`src/rtl/mem_access_ctrl_pkg.sv`:
```
// Shared d16 memory-bus definitions: sequencer state encodings, lane constants
// and the address helper used by both the initiator and the mem block.
package mem_access_ctrl_pkg;

    localparam logic [1:0] IDLE   = 2'd0;
    localparam logic [1:0] ACCESS = 2'd1;
    localparam logic [1:0] READ   = 2'd2;
    localparam logic [1:0] RESP   = 2'd3;

    localparam logic LANE_LO = 1'b0;
    localparam logic LANE_HI = 1'b1;

    // Attributes of the accepted request that outlive the IDLE cycle.
    typedef struct packed {
        logic write;
        logic byte_acc;
        logic sgn;
        logic sel;
    } mem_req_t;

    // The memory is word addressed; bit 0 only selects the byte lane.
    function automatic logic [15:0] word_addr(input logic [15:0] byte_addr);
        return {1'b0, byte_addr[15:1]};
    endfunction

endpackage

```
`src/rtl/mem_access_ctrl_lane.sv`:
```
// Byte-lane extraction for d16 read data: word pass-through, or one lane
// zero/sign-extended to 16 bits. Purely combinational.
module mem_lane_extract
    import mem_access_ctrl_pkg::*;
(
    input  logic [15:0] rdata,
    input  logic        byte_mode,
    input  logic        lane_sel,
    input  logic        sign_ext,
    output logic [15:0] result
);

    logic [7:0] lane_byte;
    logic       fill_bit;

    assign lane_byte   = (lane_sel == LANE_HI) ? rdata[15:8] : rdata[7:0];
    assign fill_bit    = sign_ext & lane_byte[7];
    assign result[7:0] = byte_mode ? lane_byte : rdata[7:0];

    genvar gi;
    generate
        for (gi = 0; gi < 8; gi++) begin : g_upper
            assign result[8 + gi] = byte_mode ? fill_bit : rdata[8 + gi];
        end
    endgenerate

endmodule

```
`src/rtl/mem_access_ctrl.sv`:
```
// Initiator side of the d16 data-memory bus: accepts one CPU load/store at a
// time, sequences en/write_enable with mem_wait stalls and a wait timeout.
module mem_access_ctrl
    import mem_access_ctrl_pkg::*;
#(
    parameter int TIMEOUT = 255,
    parameter int TO_W    = 8
) (
    input  logic        clk,
    input  logic        rst,
    input  logic        req_valid,
    output logic        req_ready,
    input  logic        req_write,
    input  logic        req_byte,
    input  logic        req_signed,
    input  logic [15:0] req_addr,
    input  logic [15:0] req_wdata,
    output logic        resp_valid,
    output logic        resp_err,
    output logic [15:0] resp_rdata,
    output logic        mem_en,
    output logic        mem_write_enable,
    output logic        mem_byte_enable,
    output logic        mem_byte_select,
    output logic [15:0] mem_addr,
    output logic [15:0] mem_wdata,
    input  logic [15:0] mem_rdata,
    input  logic        mem_wait
);

    // Abort fires on the edge that closes the TIMEOUT-th consecutive wait cycle.
    localparam logic [TO_W-1:0] TO_LAST = TO_W'((TIMEOUT == 0) ? 0 : TIMEOUT - 1);

    logic [1:0]      state_reg, state_next;
    logic [TO_W-1:0] wait_cnt_reg, wait_cnt_next;
    mem_req_t        req_reg, req_next;
    logic            ready_reg, ready_next;
    logic            resp_valid_reg, resp_valid_next;
    logic            resp_err_reg, resp_err_next;
    logic [15:0]     resp_rdata_reg, resp_rdata_next;
    logic            mem_en_reg, mem_en_next;
    logic            mem_we_reg, mem_we_next;
    logic            mem_be_reg, mem_be_next;
    logic            mem_bs_reg, mem_bs_next;
    logic [15:0]     mem_addr_reg, mem_addr_next;
    logic [15:0]     mem_wdata_reg, mem_wdata_next;
    logic [15:0]     load_data;
    logic            timeout_hit;

    mem_lane_extract u_lane (
        .rdata     (mem_rdata),
        .byte_mode (req_reg.byte_acc),
        .lane_sel  (req_reg.sel),
        .sign_ext  (req_reg.sgn),
        .result    (load_data)
    );

    assign timeout_hit = (TIMEOUT != 0) && (wait_cnt_reg == TO_LAST);

    always_comb begin
        state_next      = state_reg;
        wait_cnt_next   = wait_cnt_reg;
        req_next        = req_reg;
        ready_next      = ready_reg;
        resp_valid_next = 1'b0;
        resp_err_next   = 1'b0;
        resp_rdata_next = resp_rdata_reg;
        mem_en_next     = mem_en_reg;
        mem_we_next     = mem_we_reg;
        mem_be_next     = mem_be_reg;
        mem_bs_next     = mem_bs_reg;
        mem_addr_next   = mem_addr_reg;
        mem_wdata_next  = mem_wdata_reg;

        case (state_reg)
            IDLE: begin
                if (req_valid && ready_reg) begin
                    req_next.write    = req_write;
                    req_next.byte_acc = req_byte;
                    req_next.sgn      = req_signed;
                    req_next.sel      = req_addr[0];
                    mem_en_next       = 1'b1;
                    mem_we_next       = req_write;
                    mem_be_next       = req_byte;
                    mem_bs_next       = req_addr[0];
                    mem_addr_next     = word_addr(req_addr);
                    mem_wdata_next    = req_wdata;
                    ready_next        = 1'b0;
                    wait_cnt_next     = '0;
                    state_next        = ACCESS;
                end
            end

            ACCESS: begin
                if (mem_wait) begin
                    if (timeout_hit) begin
                        mem_en_next     = 1'b0;
                        mem_we_next     = 1'b0;
                        wait_cnt_next   = '0;
                        resp_valid_next = 1'b1;
                        resp_err_next   = 1'b1;
                        state_next      = RESP;
                    end else begin
                        wait_cnt_next = wait_cnt_reg + TO_W'(1);
                    end
                end else begin
                    mem_en_next   = 1'b0;
                    mem_we_next   = 1'b0;
                    wait_cnt_next = '0;
                    if (req_reg.write) begin
                        resp_valid_next = 1'b1;
                        state_next      = RESP;
                    end else begin
                        state_next = READ;
                    end
                end
            end

            // The memory keeps presenting the word it registered during ACCESS.
            READ: begin
                if (mem_wait) begin
                    if (timeout_hit) begin
                        wait_cnt_next   = '0;
                        resp_valid_next = 1'b1;
                        resp_err_next   = 1'b1;
                        state_next      = RESP;
                    end else begin
                        wait_cnt_next = wait_cnt_reg + TO_W'(1);
                    end
                end else begin
                    wait_cnt_next   = '0;
                    resp_rdata_next = load_data;
                    resp_valid_next = 1'b1;
                    state_next      = RESP;
                end
            end

            RESP: begin
                ready_next = 1'b1;
                state_next = IDLE;
            end

            default: begin
                mem_en_next = 1'b0;
                mem_we_next = 1'b0;
                ready_next  = 1'b1;
                state_next  = IDLE;
            end
        endcase
    end

    always_ff @(posedge clk) begin
        if (rst) begin
            state_reg      <= IDLE;
            wait_cnt_reg   <= '0;
            req_reg        <= '0;
            ready_reg      <= 1'b1;
            resp_valid_reg <= 1'b0;
            resp_err_reg   <= 1'b0;
            resp_rdata_reg <= '0;
            mem_en_reg     <= 1'b0;
            mem_we_reg     <= 1'b0;
            mem_be_reg     <= 1'b0;
            mem_bs_reg     <= 1'b0;
            mem_addr_reg   <= '0;
            mem_wdata_reg  <= '0;
        end else begin
            state_reg      <= state_next;
            wait_cnt_reg   <= wait_cnt_next;
            req_reg        <= req_next;
            ready_reg      <= ready_next;
            resp_valid_reg <= resp_valid_next;
            resp_err_reg   <= resp_err_next;
            resp_rdata_reg <= resp_rdata_next;
            mem_en_reg     <= mem_en_next;
            mem_we_reg     <= mem_we_next;
            mem_be_reg     <= mem_be_next;
            mem_bs_reg     <= mem_bs_next;
            mem_addr_reg   <= mem_addr_next;
            mem_wdata_reg  <= mem_wdata_next;
        end
    end

    assign req_ready        = ready_reg;
    assign resp_valid       = resp_valid_reg;
    assign resp_err         = resp_err_reg;
    assign resp_rdata       = resp_rdata_reg;
    assign mem_en           = mem_en_reg;
    assign mem_write_enable = mem_we_reg;
    assign mem_byte_enable  = mem_be_reg;
    assign mem_byte_select  = mem_bs_reg;
    assign mem_addr         = mem_addr_reg;
    assign mem_wdata        = mem_wdata_reg;

endmodule

```
`config.mk`:
```
export PLATFORM = sky130hd
export DESIGN_NAME = mem_access_ctrl
export DESIGN_NICKNAME = d
export VERILOG_FILES = /design/src/rtl/mem_access_ctrl_pkg.sv /design/src/rtl/mem_access_ctrl_lane.sv /design/src/rtl/mem_access_ctrl.sv
export SDC_FILE = /design/constraint.sdc
export NUM_CORES = 1
export LEC_CHECK = 0
export ABC_AREA = 1
export CAP_MARGIN = 10
export CELL_PAD_IN_SITES_DETAIL_PLACEMENT = 0
export CELL_PAD_IN_SITES_GLOBAL_PLACEMENT = 1
export CORE_ASPECT_RATIO = 1.2
export CORE_UTILIZATION = 40
export CTS_CLUSTER_DIAMETER = 40
export DETAILED_ROUTE_END_ITERATION = 16
export DONT_BUFFER_PORTS = 1
export PLACE_DENSITY_LB_ADDON = 0.25
export SKIP_LAST_GASP = 1
export SLEW_MARGIN = 20
export SYNTH_ARGS = -nofsm -noshare
export SYNTH_HDL_FRONTEND = slang
export SYNTH_HIERARCHICAL = 1
export SYNTH_SLANG_ARGS = --single-unit
```
`constraint.sdc`:
```
create_clock -name clk -period 2 [get_ports clk]
set_input_delay 0.4 -clock clk [delete_from_list [all_inputs] [get_ports clk]]
set_output_delay 0.4 -clock clk [all_outputs]
set_load 0.02 [all_outputs]
```
## Yosys cells after proc, flatten, opt, wreduce, memory -nomap -nowiden

Index checks and enable logic that the tools add are counted.
Widths: inputs -> output; s select.

| operators by class | value |
|---|---|
| $add $sub $neg | 1 |
| equality and inequality tests | 6 |
| muxes and demuxes | 33 |
| bitwise operators | 3 |
| reduce and logical (&&, ||, !) cells | 12 |

Operators by type and width:

| operator | number |
|---|---|
| $mux 8 | 5 |
| $mux 1 | 18 |
| $pmux 8 s2 | 1 |
| $add 8x1->8 const B | 1 |
| $eq 8x8->1 const B | 1 |
| $mux 2 | 4 |
| $pmux 1 s2 | 4 |
| $pmux 2 s4 | 1 |
| $reduce_and 2->1 | 4 |
| $reduce_bool 2->1 | 3 |
| $eq 2x2->1 const B | 2 |
| $ne 3x3->1 const B | 1 |
| $reduce_and 3->1 | 1 |
| $reduce_or 3->1 | 1 |
| $eq 2x1->1 const B | 1 |
| $logic_not 2->1 | 1 |
| $ne 2x2->1 const B | 1 |
| $not 1->1 | 2 |
| $reduce_or 2->1 | 1 |
| $and 1x1->1 | 1 |
| $logic_and 1x1->1 | 1 |

| storage, ports and cells | value |
|---|---|
| bits in registers | 66 |
| input bits | 55 |
| output and inout port bits | 55 |
| word-level logic and storage cells | 69 |

## Logic depth before layout (Yosys ltp)

| logic depth | value |
|---|---|
| depth in word-level cells | 4 |
| gate-level depth with buffers | 10 |
| mapped depth without buffers | 10 |

## Hierarchy

Netlist, hierarchy kept.

By module, submodules not included:

| module | instances | cells an instance | area each (µm²) | seq. area each (µm²) |
|---|---|---|---|---|
| mem_access_ctrl | 1 | 350 | 2907.8 | 1321.3 |
| mem_lane_extract | 1 | 49 | 232.7 | 0.0 |

## Worst setup path before layout

No wires, ideal clock.

| timing | value |
|---|---|
| path type | reg2reg |
| start | register state_reg[0] |
| end | register wait_cnt_reg[4] |
| setup time | 0.114 ns |
| arrival | 1.322 ns |
| required time | 1.886 ns |
| setup slack | 0.565 ns |
| cell stages (with the launch flop) | 8 |
| path buffers | 0 |
| period minus slack after synthesis | 1.435 ns |
| cell sequence | dfxtp_1 > inv_1 > ha_1 > inv_1 > o21ai_2 > nand3_1 > a21oi_1 > nor2_1 |

| on the way | value |
|---|---|
| longest elaborated chain between the ends | 4 |
| elaborated cells between the ends (all ways) | 8 |
| those cells by class | 3 x eq/ne; 1 x mux; 4 x reduce/logical |

RTL lines:

| item | RTL line | source |
|---|---|---|
| start: declaration | mem_access_ctrl.sv:34 | `logic [1:0] state_reg, state_next;` |
| start signal: assignment | mem_access_ctrl.sv:168 | `state_reg <= state_next;` |
| $eq 2x2->1 or $eq 2x1->1 (tied branches) | mem_access_ctrl.sv:75 | `case (state_reg)` |
| $reduce_or 2->1 (no source line) | n/a |  |
| $reduce_bool 2->1 (no source line) | n/a |  |
| $reduce_and 2->1 (no source line) | n/a |  |
| end signal: assignment | mem_access_ctrl.sv:169 | `wait_cnt_reg <= wait_cnt_next;` |
| end: declaration | mem_access_ctrl.sv:35 | `logic [TO_W-1:0] wait_cnt_reg, wait_cnt_next;` |

Several ways; a longest one is shown, not always the timed one.
A chain may end at the register's enable or synchronous reset.

## Worst setup path in the final report

Same ends and word-level chain as after synthesis.

==> impl_results.rst <==
.. list-table::
   :header-rows: 1

   * - Metric
     - Value
   * - Clock latency on the worst-skew pair
     - 0.33 ns
   * - Result of the run
     - finished clean
   * - Flop and latch count out of synthesis
     - 66
   * - Synthesized netlist net count
     - around 460
   * - Max-capacitance violation count
     - 0
   * - Unrepaired setup endpoints after global routing
     - no
   * - Data required time at the worst endpoint
     - 2.22 ns
   * - Yosys warning count
     - 6
   * - First element of the critical path
     - state_reg[0]
   * - Number of placed instances, taps included
     - ~480
   * - Global-route wire length before repair
     - between 10000 and 15000 um
   * - Port Buffers
     - 0
   * - Root buf cell
     - sky130_fd_sc_hd__clkbuf_8
   * - Launching element type of the critical path
     - flip-flop
   * - Largest net degree at the start of global routing
     - 44
   * - Highest achievable clock rate
     - around 600 MHz
   * - Total number of clock tree sinks
     - 66
   * - Crit Path Category
     - flip-flop to flip-flop
   * - Worst clock skew on the final layout
     - 0.0106 ns
   * - Buffers and inverters on the worst path
     - 2
   * - Antenna violations before repair
     - 0
   * - Final Hold Viols
     - 0
   * - Number of antenna cells inserted
     - 0
   * - Bufs on Longest Clock Path
     - 2
   * - CP Cell Sequence
     - inv_1, ha_1, inv_1, o21ai_2, nand2_1, nand3_1, nor2_1
   * - Most Frequent Cell on Critical Path
     - sky130_fd_sc_hd__inv_1
   * - Sum of negative setup slack
     - 0 ns
   * - Overall global routing resource usage
     - 17.3%
   * - Boundary Pins
     - 110
   * - Non-Filler Instances
     - 493
   * - Reg-to-reg endpoint
     - wait_cnt_reg[4]
   * - Total number of nets in the final design
     - ~460
   * - Crit path time final
     - 1.67 ns
   * - Cell with the largest stage delay on the worst path
     - sky130_fd_sc_hd__dfxtp_1
   * - Remaining design rule violation count
     - 0
   * - Peak supply drop
     - 0.645 mV
   * - HPWL Detailed
     - 4780 um
   * - Number of buffers added for setup after CTS
     - 0
   * - Starting utilization of the core area
     - 41.0%
   * - Post_cts resized
     - 0
   * - Mean Syn Cell Area
     - 7.87 sq um
   * - Design area
     - 3380 sq um
   * - Via count of the first global-routing pass
     - around 2500
   * - Number of nets with antenna violations after detailed routing
     - 0
   * - Sequential element share of the synthesized area
     - 42.1%
   * - Clock transition at the register clock pins on the worst setup and hold paths after CTS
     - 0.08 ns
   * - Detailed-router iteration count before antenna repair
     - 4
   * - CP arrival
     - approximately 1.9 ns
   * - Global placer's final weighted congestion
     - 0.793
   * - Power per standard cell area
     - 1190 nW/um^2
   * - Kind of cell adding the most delay to the critical path
     - flip-flops
   * - Combinational share of power
     - 23.3%
   * - R2R Path Start
     - state_reg[0]
   * - Hold_buf cts
     - 0
   * - Reported leakage power
     - 1.36 nW
   * - Critical Path Sink Type
     - flip-flop
   * - Proportion of total power due to net switching
     - 36.1%
   * - Number of slew-limit violations in the final report
     - 0
   * - Net Switching
     - 1.46 mW
   * - Standard-cell row count
     - 35
   * - Total cell area at the placement stage
     - 3140 sq um
   * - Worst min-delay path class
     - input pin to flip-flop
   * - Routed length per placed instance
     - 13.7 um
   * - Clock buffer count from CTS
     - 9
   * - Internal cell power
     - around 2.6 mW
   * - Number of filler cells placed in the layout
     - 802
   * - Count of cells along the worst register-to-register path
     - 7
   * - Die Y-Extent
     - roughly 100 um
   * - Share of cells above drive strength 1
     - 26.4%
   * - Number of distinct library cells after synthesis
     - 32
   * - Die Wd
     - 82.9 um
   * - Count of cell instances traversed by the critical path
     - 7
   * - Period Utilization, post-route
     - 83.6%
   * - Via Count
     - 2447
   * - Routed WL
     - between 6000 and 7000 um
   * - H-tree level count
     - 3
   * - Leftover overflow at the end of global routing
     - 0
   * - Layout overhead on the synthesized area
     - 7.61%
   * - Mapped cell area
     - between 3000 and 4000 sq um
   * - Register-to-Register Setup Slack
     - 0.33 ns
   * - Setup Slack @ Placement
     - 0.328 ns
   * - Ratio of routed vias to standard cells
     - 4.96
   * - Share of power burned in registers
     - 44.7%
   * - Core Footprint
     - 7660 sq um
   * - Number of instances in the synthesized netlist
     - 399
   * - DIE AREA
     - slightly above 8000 sq um
   * - Initial DRC Count
     - slightly above 80
   * - Part of the power in the clock network
     - between 30% and 40%
   * - Largest driver fanout on the critical path
     - 6
   * - CTS tree
     - done
   * - Transition time at the pin with the least slew margin
     - slightly below 0.7 ns
   * - Worst slew margin
     - 54.9%
   * - Slack of the critical path
     - 0.329 ns
   * - Final Core Density
     - 44.1%
   * - End point of the critical path
     - wait_cnt_reg[4]
   * - Stage delay of the slowest cell on the critical path
     - 0.38 ns
   * - Endpoints failing setup
     - 0
## Yosys cell counts, drive strengths merged
library cell,number,share of area (%)
conb,1,0.12
nand3,22,4.2
nor3,1,0.16
nand3b,1,0.24
a31o,1,0.28
dfxtp,66,42
nand4,2,0.40
nand2,138,20
nor2,51,7.1
o21ai,21,3.5
clkbuf,6,0.72
a21oi,43,10
inv,22,3.0
ha,8,3.2
clkinv,1,0.12
buf,13,4.1
a221o,1,0.32
o22ai,1,0.20
## per-layer routing
layer	wire [um]	track usage (%)
met1	2960	19.7
met2	3170	29.9
met3	475	5.44
met4	141	7.43
met5	0	0
## power by group through the flow
stage                     logic (mW)  registers, mW  clock network [mW]
after detailed placement       0.956           1.84                   0
after global placement         0.937           1.84                   0
after global routing            1.08           1.83                1.40
after CTS                      0.960           1.81                1.34
final                          0.940           1.81                1.29
after floorplan                0.906           1.80                   0
## area by class of cell
class,count,area (sq um),area share [%]
multi-input cells,291,1570,46.5
flip-flops and latches,66,1320,39.1
clock buffers,11,151,4.48
well taps,92,115,3.41
inverters,23,98.8,2.92
clock inverters,5,85.1,2.52
repair buffers,5,37.5,1.11
## worst min path at each step
stage	cells after the start	slack, ns	from	endpoint
6_report	1	0.12	rst	mem_wdata[14]
5_1_grt	1	0.09	rst	mem_wdata[14]
2_1_floorplan	2	0.45	req_reg[3]	req_reg[3]
3_3_place_gp	2	0.46	req_reg[3]	req_reg[3]
4_1_cts	1	0.1	rst	mem_wdata[10]
3_5_place_dp	2	0.46	req_reg[3]	req_reg[3]
## worst reg2reg max path, cell delays in order, from the launching register on
cell                      delay (ns)
sky130_fd_sc_hd__dfxtp_1        0.38
sky130_fd_sc_hd__inv_1          0.11
sky130_fd_sc_hd__ha_1           0.36
sky130_fd_sc_hd__inv_1          0.10
sky130_fd_sc_hd__o21ai_2        0.27
sky130_fd_sc_hd__nand2_1        0.18
sky130_fd_sc_hd__nand3_1        0.12
sky130_fd_sc_hd__nor2_1         0.06
## placed cells by master (no fill, tap or decap), types with 2 or more instances in the layout
cell type                   instances
sky130_fd_sc_hd__inv_2              2
sky130_fd_sc_hd__nand2_1           97
sky130_fd_sc_hd__a21oi_2           30
sky130_fd_sc_hd__nor2_1            45
sky130_fd_sc_hd__o21ai_0           19
sky130_fd_sc_hd__dfxtp_1           66
sky130_fd_sc_hd__clkbuf_8          11
sky130_fd_sc_hd__a21oi_1           13
sky130_fd_sc_hd__nor2_2             3
sky130_fd_sc_hd__buf_4              5
sky130_fd_sc_hd__nor2_4             3
sky130_fd_sc_hd__nand3_2            2
sky130_fd_sc_hd__nand2_2           40
sky130_fd_sc_hd__ha_1               8
sky130_fd_sc_hd__nand4_1            2
sky130_fd_sc_hd__inv_1             19
sky130_fd_sc_hd__nand3_1           19
sky130_fd_sc_hd__bufinv_16          2
## stage by stage
step           total power, mW  hold slack (ns)
6_report                  4.04            0.123
5_1_grt                   4.31           0.0912
4_1_cts                   4.11           0.0962
3_5_place_dp              2.80            0.464
3_3_place_gp              2.78            0.457
2_1_floorplan             2.71            0.452
## kinds of logic (layout without fill, tap and decap cells)
logic type | Yosys count | in the layout | share of synthesized area [%]
AO/OA/AOI/OAI | 67 | 67 | 14.7
adder cells (fa/ha/maj) | 8 | 8 | 3.19
AND/OR/NAND/NOR | 215 | 215 | 32.0
buffers and inverters | 42 | 44 | 7.93
other | 1 | 1 | 0.119
flip-flops | 66 | 66 | 42.1
(Power assumes the default switching activity.)
